<file path="src/rtl/mp_deserializer.sv">
// rtl/mp_deserializer.sv - gathers width_p-bit serial words into els_p-word frames.
// Alignment is taken from first_i; completed frames are held for a valid/yumi consumer.
module mp_deserializer #(
  parameter int width_p = 16,
  parameter int els_p   = 4
) (
  input  logic                       clk_i,
  input  logic                       reset_n_i,
  input  logic                       v_i,
  input  logic                       first_i,
  input  logic [width_p-1:0]         data_i,
  output logic                       v_o,
  output logic [width_p*els_p-1:0]   data_o,
  input  logic                       yumi_i,
  output logic                       overflow_o,
  output logic                       frame_err_o
);

  localparam int cnt_w = (els_p > 1) ? $clog2(els_p) : 1;
  localparam logic [cnt_w-1:0] last_slot = cnt_w'(els_p - 1);

  localparam logic state_hunt = 1'b0;
  localparam logic state_fill = 1'b1;

  logic                       state;
  logic [cnt_w-1:0]           cnt;
  logic [width_p*els_p-1:0]   fill;

  logic                       hunt_start;
  logic                       realign;
  logic                       accept;
  logic [cnt_w-1:0]           wslot;
  logic [width_p*els_p-1:0]   base;
  logic [width_p*els_p-1:0]   assembled;
  logic                       complete;
  logic [cnt_w-1:0]           cnt_next;

  always_comb begin
    hunt_start = (state == state_hunt) && v_i && first_i;
    realign    = (state == state_fill) && v_i && first_i && (cnt != '0);
    accept     = hunt_start || ((state == state_fill) && v_i);
    wslot      = (hunt_start || realign) ? '0 : cnt;
    // A misplaced first_i throws away the partial frame before restarting at slot 0.
    base       = realign ? '0 : fill;
    assembled  = base;
    for (int k = 0; k < els_p; k++) begin
      if (accept && (wslot == cnt_w'(k))) begin
        assembled[k*width_p +: width_p] = data_i;
      end
    end
    complete   = accept && (wslot == last_slot);
    cnt_next   = complete ? '0 : wslot + cnt_w'(1);
  end

  always_ff @(posedge clk_i or negedge reset_n_i) begin
    if (!reset_n_i) begin
      state       <= state_hunt;
      cnt         <= '0;
      fill        <= '0;
      v_o         <= 1'b0;
      data_o      <= '0;
      overflow_o  <= 1'b0;
      frame_err_o <= 1'b0;
    end else begin
      if (accept) begin
        state <= state_fill;
        cnt   <= cnt_next;
        fill  <= assembled;
      end
      if (realign) begin
        frame_err_o <= 1'b1;
      end
      // A new frame may replace the held one only if the consumer takes it on this edge.
      if (complete) begin
        if (!v_o || yumi_i) begin
          data_o <= assembled;
          v_o    <= 1'b1;
        end else begin
          overflow_o <= 1'b1;
        end
      end else if (yumi_i && v_o) begin
        v_o <= 1'b0;
      end
    end
  end

endmodule
</file>
<file path="config.mk">
export PLATFORM = sky130hd
export DESIGN_NAME = mp_deserializer
export DESIGN_NICKNAME = d
export VERILOG_FILES = /design/src/rtl/mp_deserializer.sv
export SDC_FILE = /design/constraint.sdc
export NUM_CORES = 1
export LEC_CHECK = 0
export BUFFER_PORTS_ARGS = -buffer_cell sky130_fd_sc_hd__clkbuf_2
export CAP_MARGIN = 20
export CORE_AREA = 2 2 97 99
export DETAILED_ROUTE_END_ITERATION = 7
export DIE_AREA = 0 0 99 101
export HOLD_SLACK_MARGIN = 0.1
export PLACE_DENSITY = 0.89
export SLEW_MARGIN = 20
export SYNTH_ARGS = -nofsm -noshare
export SYNTH_HDL_FRONTEND = slang
export SYNTH_SLANG_ARGS = --single-unit
</file>
<file path="constraint.sdc">
create_clock -name clk_i -period 2.1 [get_ports clk_i]
set_input_delay 0.42 -clock clk_i [delete_from_list [all_inputs] [get_ports clk_i]]
set_output_delay 0.42 -clock clk_i [all_outputs]
set_load 0.01 [all_outputs]
</file>
# Yosys cells after proc, flatten, opt, wreduce, memory -nomap -nowiden
# Index checks and enable logic that the tools add are counted.
totals:
  out_inout_bits: 67
  inputBits: 21
  regBits: 134
  word_cells: 44
op_classes:
  bitwise_logic: 2
  add_sub_neg: 1
  n_reduce_logical: 20
  n_eq_ne: 4
  muxes: 10
op_table:
  columns: ["op", "n"]
  rows:
  - ["two-way mux 16 bit", 4]
  - ["two-way mux 64 bit", 1]
  - ["logical AND 1 bit", 10]
  - ["AND reduction 2 bit", 3]
  - ["equality test 2 bit (second input constant)", 2]
  - ["two-way mux 2 bit", 2]
  - ["nonzero test 2 bit", 2]
  - ["logical OR 1 bit", 3]
  - ["two-way mux 1 bit", 3]
  - ["adder 2 x 1 -> 2 bit (second input constant)", 1]
  - ["equality test 2 x 1 -> 1 bit (second input constant)", 1]
  - ["zero test 2 bit", 1]
  - ["!= test 2 x 1 -> 1 bit (second input constant)", 1]
  - ["NOT 1 bit", 2]
  - ["zero test 1 bit", 1]

# Logic depth before layout (Yosys ltp)
# Gate-level depths: netlist of run 1.
depth:
  word_depth: 9
  depth_mapped: 11
  ltp_nobuf: 8

# Least setup slack after synthesis of run 1
# Ideal clock, no wire load.
synth_timing:
  path_type: "in2reg"
  start: "in v_i"
  end: "reg data_o[0]"
  setup_slack_ns: -0.119
  n_path_buf: 4
  setup_time_ns: 0.125
  path_stages: 11
  required_ns: 1.975
  t_arrival_ns: 2.094
  path_cell_list: "clkbuf_1 > nand2_1 > nand2_1 > inv_1 > ha_1 > and3_4 > buf_6 > and2_4 > buf_12 > buf_12 > mux2_4"
synth_via:
  elab_chain_cells: 8
  word_cells_on_any_way: 15
  classes_between: "eq/ne: 1; mux: 3; reduce/logical: 11"
synth_lines:
  columns: ["element", "line_no", "rtl"]
  rows:
  - ["from (decl)", "9", "input logic v_i,"]
  - ["logical AND 1 bit", "40, 41", null]
  - ["logical AND 1 bit (2 in a row)", "40", "realign = (state == state_fill) && v_i && first_i && (cnt != '0);"]
  - ["logical OR 1 bit", "42", "wslot = (hunt_start || realign) ? '0 : cnt;"]
  - ["two-way mux 2 bit", "42", null]
  - ["equality test 2 bit or zero test 2 bit (tied branches)", "51, 47", null]
  - ["logical AND 1 bit, on equally long branches", "51, 47", null]
  - ["AND reduction 2 bit (no source line) or two-way mux 16 bit (tied branches)", null, null]
  - ["to (signal assigned)", "76", "data_o <= assembled;"]
  - ["to (decl)", "13", "output logic [width_p*els_p-1:0] data_o,"]
# Several ways; a longest one is shown, not always the timed one.
# A chain may end at the register's enable or synchronous reset.

# Worst setup path after layout of run 1
layout_timing:
  start: "reg cnt[0]"
  end: "reg data_o[30]"
layout_via:
  elab_chain_cells: 7
  word_cells_on_any_way: 11
  classes_between: "eq/ne: 2; mux: 3; reduce/logical: 6"
layout_lines:
  columns: ["element", "line_no", "rtl"]
  rows:
  - ["from (decl)", "26", "logic [cnt_w-1:0] cnt;"]
  - ["from (signal assigned)", "67", "cnt <= cnt_next;"]
  - ["nonzero test 2 bit", "40", null]
  - ["logical AND 1 bit", "40", null]
  - ["logical OR 1 bit", "42", null]
  - ["two-way mux 2 bit", "42", null]
  - ["equality test 2 x 1 -> 1 bit or equality test 2 bit (tied branches)", "47, 51", null]
  - ["logical AND 1 bit, on equally long branches", "47, 51", null]
  - ["two-way mux 16 bit or AND reduction 2 bit (tied branches)", null, null]
# Several ways; a longest one is shown, not always the timed one.

==> impl_metrics.csv, run 1 <==
group,metric,value,unit
synthesis,ys_seq_area_share,61.73,%
clocking,cts_buffers,17,
synthesis,synthTopCellsByArea,"dfrtp_1 62%, mux2_4 19%, a22o_1 8.8%",
synthesis,yosys_warnings,0,
timing,setup_viol,0,
place,postPlaceCellArea,5346,um^2
detailed_routing,drt_wl_total,10040,um
grt,grt_pass1_vias,3064,
grt,grt_max_degree,49,
detailed_routing,wl_per_cell,19.45,um
synthesis,synthSimpleGateAreaFrac,2.119,%
critical_path,crit_chain,"inv_1 > a21oi_2 > buf_4 > ha_1 > and3_4 > and2_4 > buf_12 > mux2_4",
floorplan,start_util,53.28,%
detailed_routing,route.detailed.drc,0,
detailed_routing,ant_nets,0,
layout,stdcell_area,5971,um^2
clocking,clock_latency,0.50,ns
clocking,h-tree-depth,4,
critical_path,cp_top_family,"buffers and inverters",
timing,grt_setup_unrepaired,"false",
critical_path,worstSetupPathType,"flip-flop to flip-flop",
synthesis,netlist.area_leader.share,61.73,%
timing,finalMaxSlewViolations,0,
power,power.leakage,0.003016,uW
grt,grt_pass1_wl,16530,um
synthesis,synth-compound-area-share,10.57,%
clocking,clk_path_buf_depth,2,
critical_path,critical-path-max-stage-delay,0.38,ns
synthesis,synth_cell_type_count,27,
synthesis,ys_async_sr_fraction,100.0,%
grt,grt_usage,21.72,%
synthesis,syn-instance-count,288,
critical_path,worst_ep_required_time,2.48,ns
timing,fin_skew,0.005480,ns
place,port_buffers,87,
clocking,cts.sinks,118,
synthesis,yosysMostFrequentCell,"dfrtp_1",
synthesis,yosys.area_share.xor_xnor,0,%
floorplan,ios,88,
layout,antenna_cells,0,
place,dp_hpwl,6527,um
floorplan,core,8977,um^2
critical_path,crit_slowest_cell,"dfrtp_1",
detailed_routing,drt_pre_antenna_iters,4,
synthesis,ys_ff_latch,118,
layout,fillCellCount,604,
floorplan,die_x,99,um
layout,num-nets-final,417,
layout,area_growth,24.82,%
timing,fin_crit_sh,93.30,%
synthesis,yosys.area.top_type,"dfrtp_1",
synthesis,synth_top_family_by_area,"multiplexers",
timing,fin_crit,1.959,ns
timing,holdWs,0.2155,ns
critical_path,endpoint_kind,"flip-flop",
job,maxCapViolations,0,
place,dpl_worst_slack,-0.1650,ns
detailed_routing,drt_iter0_drc,95,
clocking,cts-root-buf,"clkbuf_8",
critical_path,cp_num_buf_inv,3,
synthesis,synthFlopType,"dfrtp_1",
synthesis,avgSynthCellArea,16.61,um^2
place,routabilityCongestion,0.7884,
timing,max-slew-margin-rel,63.82,%
synthesis,synth_mux_area_share,19.78,%
critical_path,path_max_fanout,20,
synthesis,synth_fa_ha_area_share,1.046,%
timing,timing.final.ws_setup,0.1407,ns
synthesis,synth_area,4783,um^2
detailed_routing,vias_per_cell,5.448,
timing,max_freq,510.4,MHz
synthesis,synth_nets,313,
floorplan,row_count,35,
synthesis,synth_edf_count,0,
min_path,min_path_type,"input port to flip-flop",
status,status,"finished clean",
power,power_density,1485,nW/um^2
detailed_routing,vias,2811,
clocking,cts_tree,"built",
power,ir_drop,0.0006625,V
timing,hold_viol,0,
layout,utilization,66.51,%
power,p_total,8866,uW
clocking,clk_pin_slew,0.06,ns
grt,grt_overflow,0,
layout,drive_above_1_share,50.86,%
floorplan,die_area,9999,um^2
grt,antenna_found_initial,0,
critical_path,critPathArrivalTime,2.34,ns
synthesis,netlist_top_cells_count,"118 x dfrtp_1, 60 x mux2_4, 48 x a22o_1",
critical_path,startpoint_type,"flip-flop",
floorplan,die_h,101,um
timing,worstMarginPinSlew,0.5407,ns
## placed cells by master, fill, tap and decap left out, types with 3 or more instances in the layout
| cell type | instances |
|---|---|
| mux2_2 | 4 |
| buf_12 | 7 |
| buf_4 | 11 |
| nand2_1 | 6 |
| nand2b_1 | 3 |
| inv_1 | 3 |
| clkinv_2 | 4 |
| clkbuf_16 | 16 |
| o21ai_4 | 3 |
| mux2_4 | 60 |
| clkinvlp_4 | 4 |
| a22o_1 | 48 |
| clkbuf_2 | 86 |
| o21a_1 | 3 |
| ha_1 | 4 |
| dfrtp_1 | 118 |
## metrics by stage
step / std cells / TNS [ns]
finish: 516 / 0
global route: 516 / 0
CTS: 514 / 0
detailed placement: 481 / -5.359
global placement: 481 / -2.528
floorplan: 288 / 0
## final timing paths
| check | startpoint | end | slack, ns | depth (start not counted) |
|---|---|---|---|---|
| min in group asynchronous | reset_n_i | data_o[52] | 0.36 | 2 |
| max in group asynchronous | reset_n_i | fill[10] | 1.17 | 3 |
| worst max register to register | cnt[0] | data_o[30] | 0.14 | 8 |
| worst min-delay path | data_i[11] | data_o[59] | 0.22 | 2 |
| worst max-delay path | cnt[0] | data_o[30] | 0.14 | 8 |
| worst min register to register | frame_err_o | frame_err_o | 0.46 | 1 |
## area by class of cell
| cell class | count | area (um^2) | share of cell area (%) |
|---|---|---|---|
| timing repair buffer | 105 | 663.1 | 11.11 |
| tap | 111 | 138.9 | 2.326 |
| sequential | 118 | 2953 | 49.46 |
| inverter | 3 | 11.26 | 0.1886 |
| clock buffer | 20 | 435.4 | 7.293 |
| clock inverter | 12 | 127.6 | 2.137 |
| multi-input combinational | 147 | 1642 | 27.49 |
## cells by family (layout without fill, tap and decap cells)
group                    count (synthesis)  in the layout
AO/OA/AOI/OAI                           61             61
adder cells (fa/ha/maj)                  4              4
multiplexers                            64             64
flip-flops                             118            118
AND/OR/NAND/NOR                         18             18
buffers and inverters                   23            140
## flip-flops by register name (all words and copies together), names as in the netlist
| name | flops |
|---|---|
| v_o | 1 |
| overflow_o | 1 |
| fill | 48 |
| state | 1 |
| data_o | 64 |
| cnt | 2 |
| frame_err_o | 1 |
## routing by layer
| layer | up-vias | global-route usage, % | routed length, um |
|---|---|---|---|
| met5 | - | 0 | 0 |
| li1 | 1260 | - | - |
| met4 | 0 | 6.744 | 112 |
| met3 | 9 | 6.588 | 434 |
| met2 | 71 | 35.08 | 5019 |
| met1 | 1471 | 28.54 | 4471 |
## power breakdown
group | total (uW) | internal [uW] | switching, uW
Sequential | 3590 | 3130 | 463
Combinational | 2560 | 1440 | 1120
Clock | 2720 | 1710 | 1010
Total | 8870 | 6280 | 2590
## timing repair
item                       in CTS  in global routing
buffers inserted                0                  2
hold endpoints to repair       22                  0
pin swaps                       0                  1
resized for setup               3                  1
hold buffers                    1                  0
setup endpoints to repair      33                 16
Power figures use the tool's default switching activity.
==> inputs of run 2 (changes only) <==
--- a/config.mk
+++ b/config.mk
@@ -5,6 +5,7 @@
 export SDC_FILE = /design/constraint.sdc
 export NUM_CORES = 1
 export LEC_CHECK = 0
+export ABC_AREA = 1
 export BUFFER_PORTS_ARGS = -buffer_cell sky130_fd_sc_hd__clkbuf_2
 export CAP_MARGIN = 20
 export CORE_AREA = 2 2 97 99
==> run 2 against run 1 <==
Compared with the run above:
- setup slack worse by 0.044 ns
- power up 5.4%
- via count up 45%
- critical endpoint is now data_o[53]
- largest power group unchanged
==> impl_metrics.csv, run 2 <==
group,metric,value,unit
status,status,"finished clean",
layout,reg_top3,"data_o: 64 flops, fill: 48 flops, cnt: 2 flops",
synthesis,ys_ff_latch,118,
clocking,cts_tree,"built",
critical_path,endpoint_kind,"flip-flop",
clocking,cts-root-buf,"clkbuf_8",
floorplan,die_x,99,um
timing,max_freq,499.3,MHz
synthesis,ys_async_sr_fraction,100.0,%
power,ir_drop,0.0006650,V
synthesis,yosys.area.top_type,"dfrtp_1",
synthesis,ys_seq_area_share,62.30,%
detailed_routing,drt_iter0_drc,371,
timing,fin_crit,2.003,ns
clocking,clk_pin_slew,0.05,ns
layout,fin_cells,741,
layout,area_growth,26.27,%
floorplan,die_area,9999,um^2
detailed_routing,wl_per_cell,17.06,um
critical_path,startpoint_type,"flip-flop",
clocking,cts.sinks,118,
layout,drive_above_1_share,23.17,%
synthesis,synth_cell_type_count,19,
min_path,min_path_cells,3,
detailed_routing,drt_pre_antenna_iters,6,
timing,grt_setup_unrepaired,"true",
critical_path,critical-path-max-stage-delay,0.39,ns
critical_path,path_common_cell,"nand2_1",
grt,grt_pass1_wl,19260,um
critical_path,cp_num_buf_inv,4,
clocking,clk_path_buf_depth,2,
layout,utilization,66.66,%
power,power_density,1562,nW/um^2
grt,antenna_found_initial,0,
synthesis,syn-instance-count,524,
synthesis,netlist.area_leader.share,62.30,%
timing,max-slew-margin-rel,64.29,%
critical_path,reg2regPathDepth,12,
synthesis,yosysMostFrequentCell,"nand2_1",
synthesis,yosys_warnings,0,
critical_path,crit_chain,"inv_1 > nand2_1 > o21bai_1 > nand2_1 > inv_1 > ha_1 > inv_1 > nor2_8 > nand2_8 > clkbuf_16 > nand2_1 > nand2_1",
detailed_routing,drt_wl_total,12640,um
timing,finalMaxSlewViolations,0,
critical_path,path_max_fanout,20,
place,port_buffers,87,
critical_path,worstSetupPathType,"flip-flop to flip-flop",
synthesis,synth_nets,549,
detailed_routing,ant_nets,0,
clocking,clock_latency,0.52,ns
grt,grt_max_degree,80,
layout,antenna_cells,0,
grt,grt_overflow,0,
critical_path,crit_slowest_cell,"dfrtp_1",
place,dpl_worst_slack,-0.1885,ns
synthesis,synthFlopType,"dfrtp_1",
floorplan,row_count,35,
timing,holdWs,0.1705,ns
critical_path,critPathArrivalTime,2.40,ns
critical_path,cp_top_family,"simple AND/OR/NAND/NOR gates",
synthesis,avgSynthCellArea,9.045,um^2
power,power.leakage,0.003461,uW
floorplan,ios,88,
layout,final_common_cell,"nand2_1",
detailed_routing,vias,4079,
timing,hold_viol,0,
grt,grt_pass1_vias,3814,
clocking,h-tree-depth,4,
layout,regMostFlops,"data_o",
floorplan,die_h,101,um
critical_path,path_depth,12,
synthesis,synthTopCellsByArea,"dfrtp_1 62%, nand2_1 21%, nand3_1 5.2%",
place,placedCellCount,706,
floorplan,start_util,52.79,%
synthesis,synth_area,4740,um^2
layout,layout_common_cells,"265 x nand2_1, 118 x dfrtp_1, 86 x clkbuf_2, 49 x nand3_1, 25 x inv_1",
timing,timing.final.ws_setup,0.09708,ns
synthesis,netlist_top_cells_count,"265 x nand2_1, 118 x dfrtp_1, 49 x nand3_1",
synthesis,synth_edf_count,0,
grt,grt_usage,25.29,%
place,dp_hpwl,7434,um
job,maxCapViolations,0,
min_path,min_path_type,"input port to flip-flop",
layout,largest_register_ffs,64,
critical_path,worst_ep_required_time,2.50,ns
clocking,cts_buffers,17,
timing,setup_viol,0,
timing,worstMarginPinSlew,0.5356,ns
floorplan,core,8977,um^2
timing,fin_skew,0.007688,ns
detailed_routing,route.detailed.drc,0,
place,routabilityCongestion,0.8351,
layout,num-nets-final,643,
detailed_routing,vias_per_cell,5.505,
timing,fin_crit_sh,95.38,%
run 2: cell count changes after synthesis, sizes merged, moves of 2 or more:
cell	delta
nand2	+264
mux2	-64
nand3	+51
a22o	-48
inv	+28
o21ai	+12
and3	-4
buf	+4
clkbuf	+3
nand2b	-3
o21a	-3
a21oi	-2
run 2: cells by family after synthesis:
group / synth area share [%]
buffers and inverters: 5.887
adders and majority gates: 1.056
DFF: 62.30
AOI/OAI and AO/OA: 2.138
and+or+nand+nor: 28.62
run 2: worst paths after layout:
check | from | endpoint | slack, ns
max in group asynchronous | reset_n_i | data_o[51] | 1.00
max | cnt[0] | data_o[53] | 0.1
min in group asynchronous | reset_n_i | data_o[3] | 0.41
min | v_i | state | 0.17
min reg2reg | frame_err_o | frame_err_o | 0.48
max reg2reg | cnt[0] | data_o[53] | 0.1
run 2: worst register-to-register path, cell delays in order, from the launching register on:
cell and delay (ns):
dfrtp_1 0.39, inv_1 0.06, nand2_1 0.09, o21bai_1 0.19
nand2_1 0.11, inv_1 0.12, ha_1 0.17, inv_1 0.10
nor2_8 0.17, nand2_8 0.11, clkbuf_16 0.22, nand2_1 0.09
nand2_1 0.06
run 2: report_power, final:
group	switching (uW)	internal (uW)
Combinational	1680	1000
Clock	972	1960
Sequential	473	3270
Total	3120	6220
run 2: timing repair:
item / CTS / global route
resized for setup: 1 / 14
hold buffers: 1 / 0
setup buffers: 0 / 0
pin swaps: 0 / 1
setup endpoints to repair: 48 / 56
endpoints found under the hold margin: 36 / 0
cloned: 0 / 3
run 2: cell type report:
class	instances	area (um^2)
timing repair buffer	102	628.1
sequential	118	2953
clock buffer	24	490.5
clock inverter	7	116.4
inverter	31	133.9
multi-input combinational	348	1524
fill	650	2993
tap	111	138.9
run 2: per-layer routing:
metal	global-route usage, %	vias up	wire (um)
li1	-	1802	-
met1	32.37	1967	4810
met2	40.33	257	6006
met3	7.074	53	1291
met4	11.59	0	531
met5	0	-	0
run 2: through the flow:
step                power [uW]  setup TNS (ns)  cell area [um^2]
floorplan                 5213               0              4740
global placement          6111          -3.640              5261
detailed placement        6236          -7.540              5261
CTS                       9256               0              5881
global route              9867          -1.166              5984
finish                    9347               0              5984
==> inputs of run 3 (changes only) <==
--- a/config.mk
+++ b/config.mk
@@ -8,11 +8,12 @@
 export ABC_AREA = 1
 export BUFFER_PORTS_ARGS = -buffer_cell sky130_fd_sc_hd__clkbuf_2
 export CAP_MARGIN = 20
-export CORE_AREA = 2 2 97 99
+export CORE_AREA = 2 2 136 72
 export DETAILED_ROUTE_END_ITERATION = 7
-export DIE_AREA = 0 0 99 101
+export DIE_AREA = 0 0 138 74
 export HOLD_SLACK_MARGIN = 0.1
-export PLACE_DENSITY = 0.89
+export PLACE_DENSITY = 0.88
+export REMOVE_ABC_BUFFERS = 1
 export SLEW_MARGIN = 20
 export SYNTH_ARGS = -nofsm -noshare
 export SYNTH_HDL_FRONTEND = slang
==> run 3 against run 2 <==
Compared with the run above:
- cell count rose by 1.6%
- global-route usage fell by 1.2 points
- sequential power barely moved
- via count fell by 4.8%
- combinational power barely moved
- design area rose by 0.15%
- first-iteration DRC count rose by 15%
- maximum frequency rose by 2.6%
- utilization fell by 0.59 points
- critical endpoint is now data_o[54]
==> impl_metrics.csv, run 3 (synthesis gave the netlist of run 2 again) <==
group,metric,value,unit
power,ir_drop,0.0008372,V
place,dp_hpwl,7497,um
timing,fin_crit,1.952,ns
floorplan,start_util,52.25,%
status,status,"finished clean",
layout,antenna_cells,0,
clocking,h-tree-depth,4,
timing,worstMarginPinSlew,0.5373,ns
grt,grt_pass1_vias,3711,
grt,antenna_found_initial,0,
detailed_routing,route.detailed.drc,0,
detailed_routing,vias_per_cell,5.159,
layout,final_common_cell,"nand2_1",
clocking,clk_path_buf_depth,2,
place,port_buffers,87,
min_path,min_path_type,"input port to flip-flop",
detailed_routing,drt_pre_antenna_iters,5,
power,p_total,9262,uW
clocking,cts_buffers,17,
floorplan,die_x,138,um
timing,setup_viol,0,
clocking,clock_latency,0.41,ns
layout,fin_cells,753,
grt,grt_pass1_wl,18850,um
layout,area_growth,26.45,%
clocking,cts-root-buf,"clkbuf_16",
clocking,clk_pin_slew,0.05,ns
detailed_routing,vias,3885,
critical_path,critPathArrivalTime,2.25,ns
place,placedCellCount,719,
timing,hold_viol,0,
layout,reg_top3,"data_o: 64 flops, fill: 48 flops, cnt: 2 flops",
layout,largest_register_ffs,64,
critical_path,worst_ep_required_time,2.40,ns
floorplan,ios,88,
timing,max_freq,512.2,MHz
detailed_routing,drt_wl_total,12080,um
place,routabilityCongestion,0.8035,
layout,regMostFlops,"data_o",
timing,finalMaxSlewViolations,0,
grt,grt_overflow,0,
layout,layout_common_cells,"264 x nand2_1, 118 x dfrtp_1, 86 x clkbuf_2, 49 x nand3_1, 23 x inv_1",
layout,fillCellCount,701,
grt,grt_usage,24.13,%
detailed_routing,wl_per_cell,16.04,um
timing,fin_crit_sh,92.97,%
floorplan,row_count,25,
timing,fin_skew,0.01036,ns
detailed_routing,ant_nets,0,
layout,num-nets-final,646,
timing,max-slew-margin-rel,64.18,%
power,power.leakage,0.003451,uW
critical_path,path_max_fanout,22,
clocking,cts_tree,"built",
critical_path,endpoint_kind,"flip-flop",
grt,grt_max_degree,63,
layout,drive_above_1_share,23.58,%
critical_path,startpoint_type,"flip-flop",
critical_path,worstSetupPathType,"flip-flop to flip-flop",
power,power_density,1545,nW/um^2
timing,grt_setup_unrepaired,"false",
floorplan,die_area,10210,um^2
floorplan,core,9071,um^2
clocking,cts.sinks,118,
detailed_routing,drt_iter0_drc,425,
job,maxCapViolations,0,
floorplan,die_h,74,um
[run 3: changes by cell type in the layout (fill, tap and decap cells not counted), moves of 2 or more]
cell | previous run | this run
o21ai_0 | 13 | 16
clkbuf_1 | 2 | 5
o21ai_1 | 3 | 0
inv_1 | 25 | 23
buf_12 | 1 | 4
inv_2 | 3 | 5
[run 3: timing repair]
action / in CTS / in global routing
buffers inserted: 0 / 1
hold buffers: 1 / 0
endpoints found under the setup margin: 0 / 64
gates resized for setup: 0 / 19
hold endpoints to repair: 34 / 0
[run 3: critical path, stage by stage (launching register included)]
cell      delay (ns)
dfrtp_1         0.37
inv_1           0.09
nand2_2         0.08
o21bai_1        0.18
nand2_1         0.13
inv_1           0.10
ha_2            0.19
inv_2           0.07
nor2_8          0.13
nand2_4         0.10
buf_8           0.18
o21ai_0         0.22
[run 3: layout make-up]
cell class | count | area [um^2] | share of cell area (%)
inverter | 31 | 126.4 | 2.109
sequential | 118 | 2953 | 49.27
tap | 121 | 151.4 | 2.526
timing repair buffer | 105 | 671.9 | 11.21
clock buffer | 27 | 513.0 | 8.559
multi-input combinational | 348 | 1513 | 25.24
clock inverter | 3 | 65.06 | 1.086
[run 3: through the flow]
step | setup WS (ns) | utilization, % | setup TNS [ns] | area, um^2 | hold slack, ns
after detailed placement | -0.03097 | 58.39 | -0.06371 | 5296 | 0.3990
after CTS | 0.005733 | 64.87 | 0 | 5884 | 0.2809
after floorplan | -0.1809 | - | -8.683 | 4577 | 0.1244
after global placement | 0.1100 | 58.39 | 0 | 5296 | 0.3934
after global routing | 0.006683 | 66.07 | 0 | 5993 | 0.3001
final | 0.1477 | 66.07 | 0 | 5993 | 0.2918
[run 3: final timing paths]
path	cells after the start	from	slack [ns]	end
worst max-delay path	11	cnt[1]	0.15	data_o[54]
max in group asynchronous	3	reset_n_i	0.90	data_o[41]
min in group asynchronous	2	reset_n_i	0.51	data_o[31]
worst max register to register	11	cnt[1]	0.15	data_o[54]
worst min-delay path	3	data_i[13]	0.29	fill[45]
worst min register to register	2	frame_err_o	0.47	frame_err_o
[run 3: report_power, final]
group / switching (uW) / leakage [uW] / total, uW / internal [uW]
registers: 488 / 0.00153 / 3760 / 3270
logic: 1650 / 0.00164 / 2660 / 1010
clock network: 958 / 0.000284 / 2850 / 1890
total: 3090 / 0.00345 / 9260 / 6170
[run 3: metal layers]
metal | track usage (%) | routed length (um)
met1 | 34.48 | 5513
met2 | 37.02 | 5454
met3 | 7.469 | 999
met4 | 5.782 | 112
met5 | 0 | 0
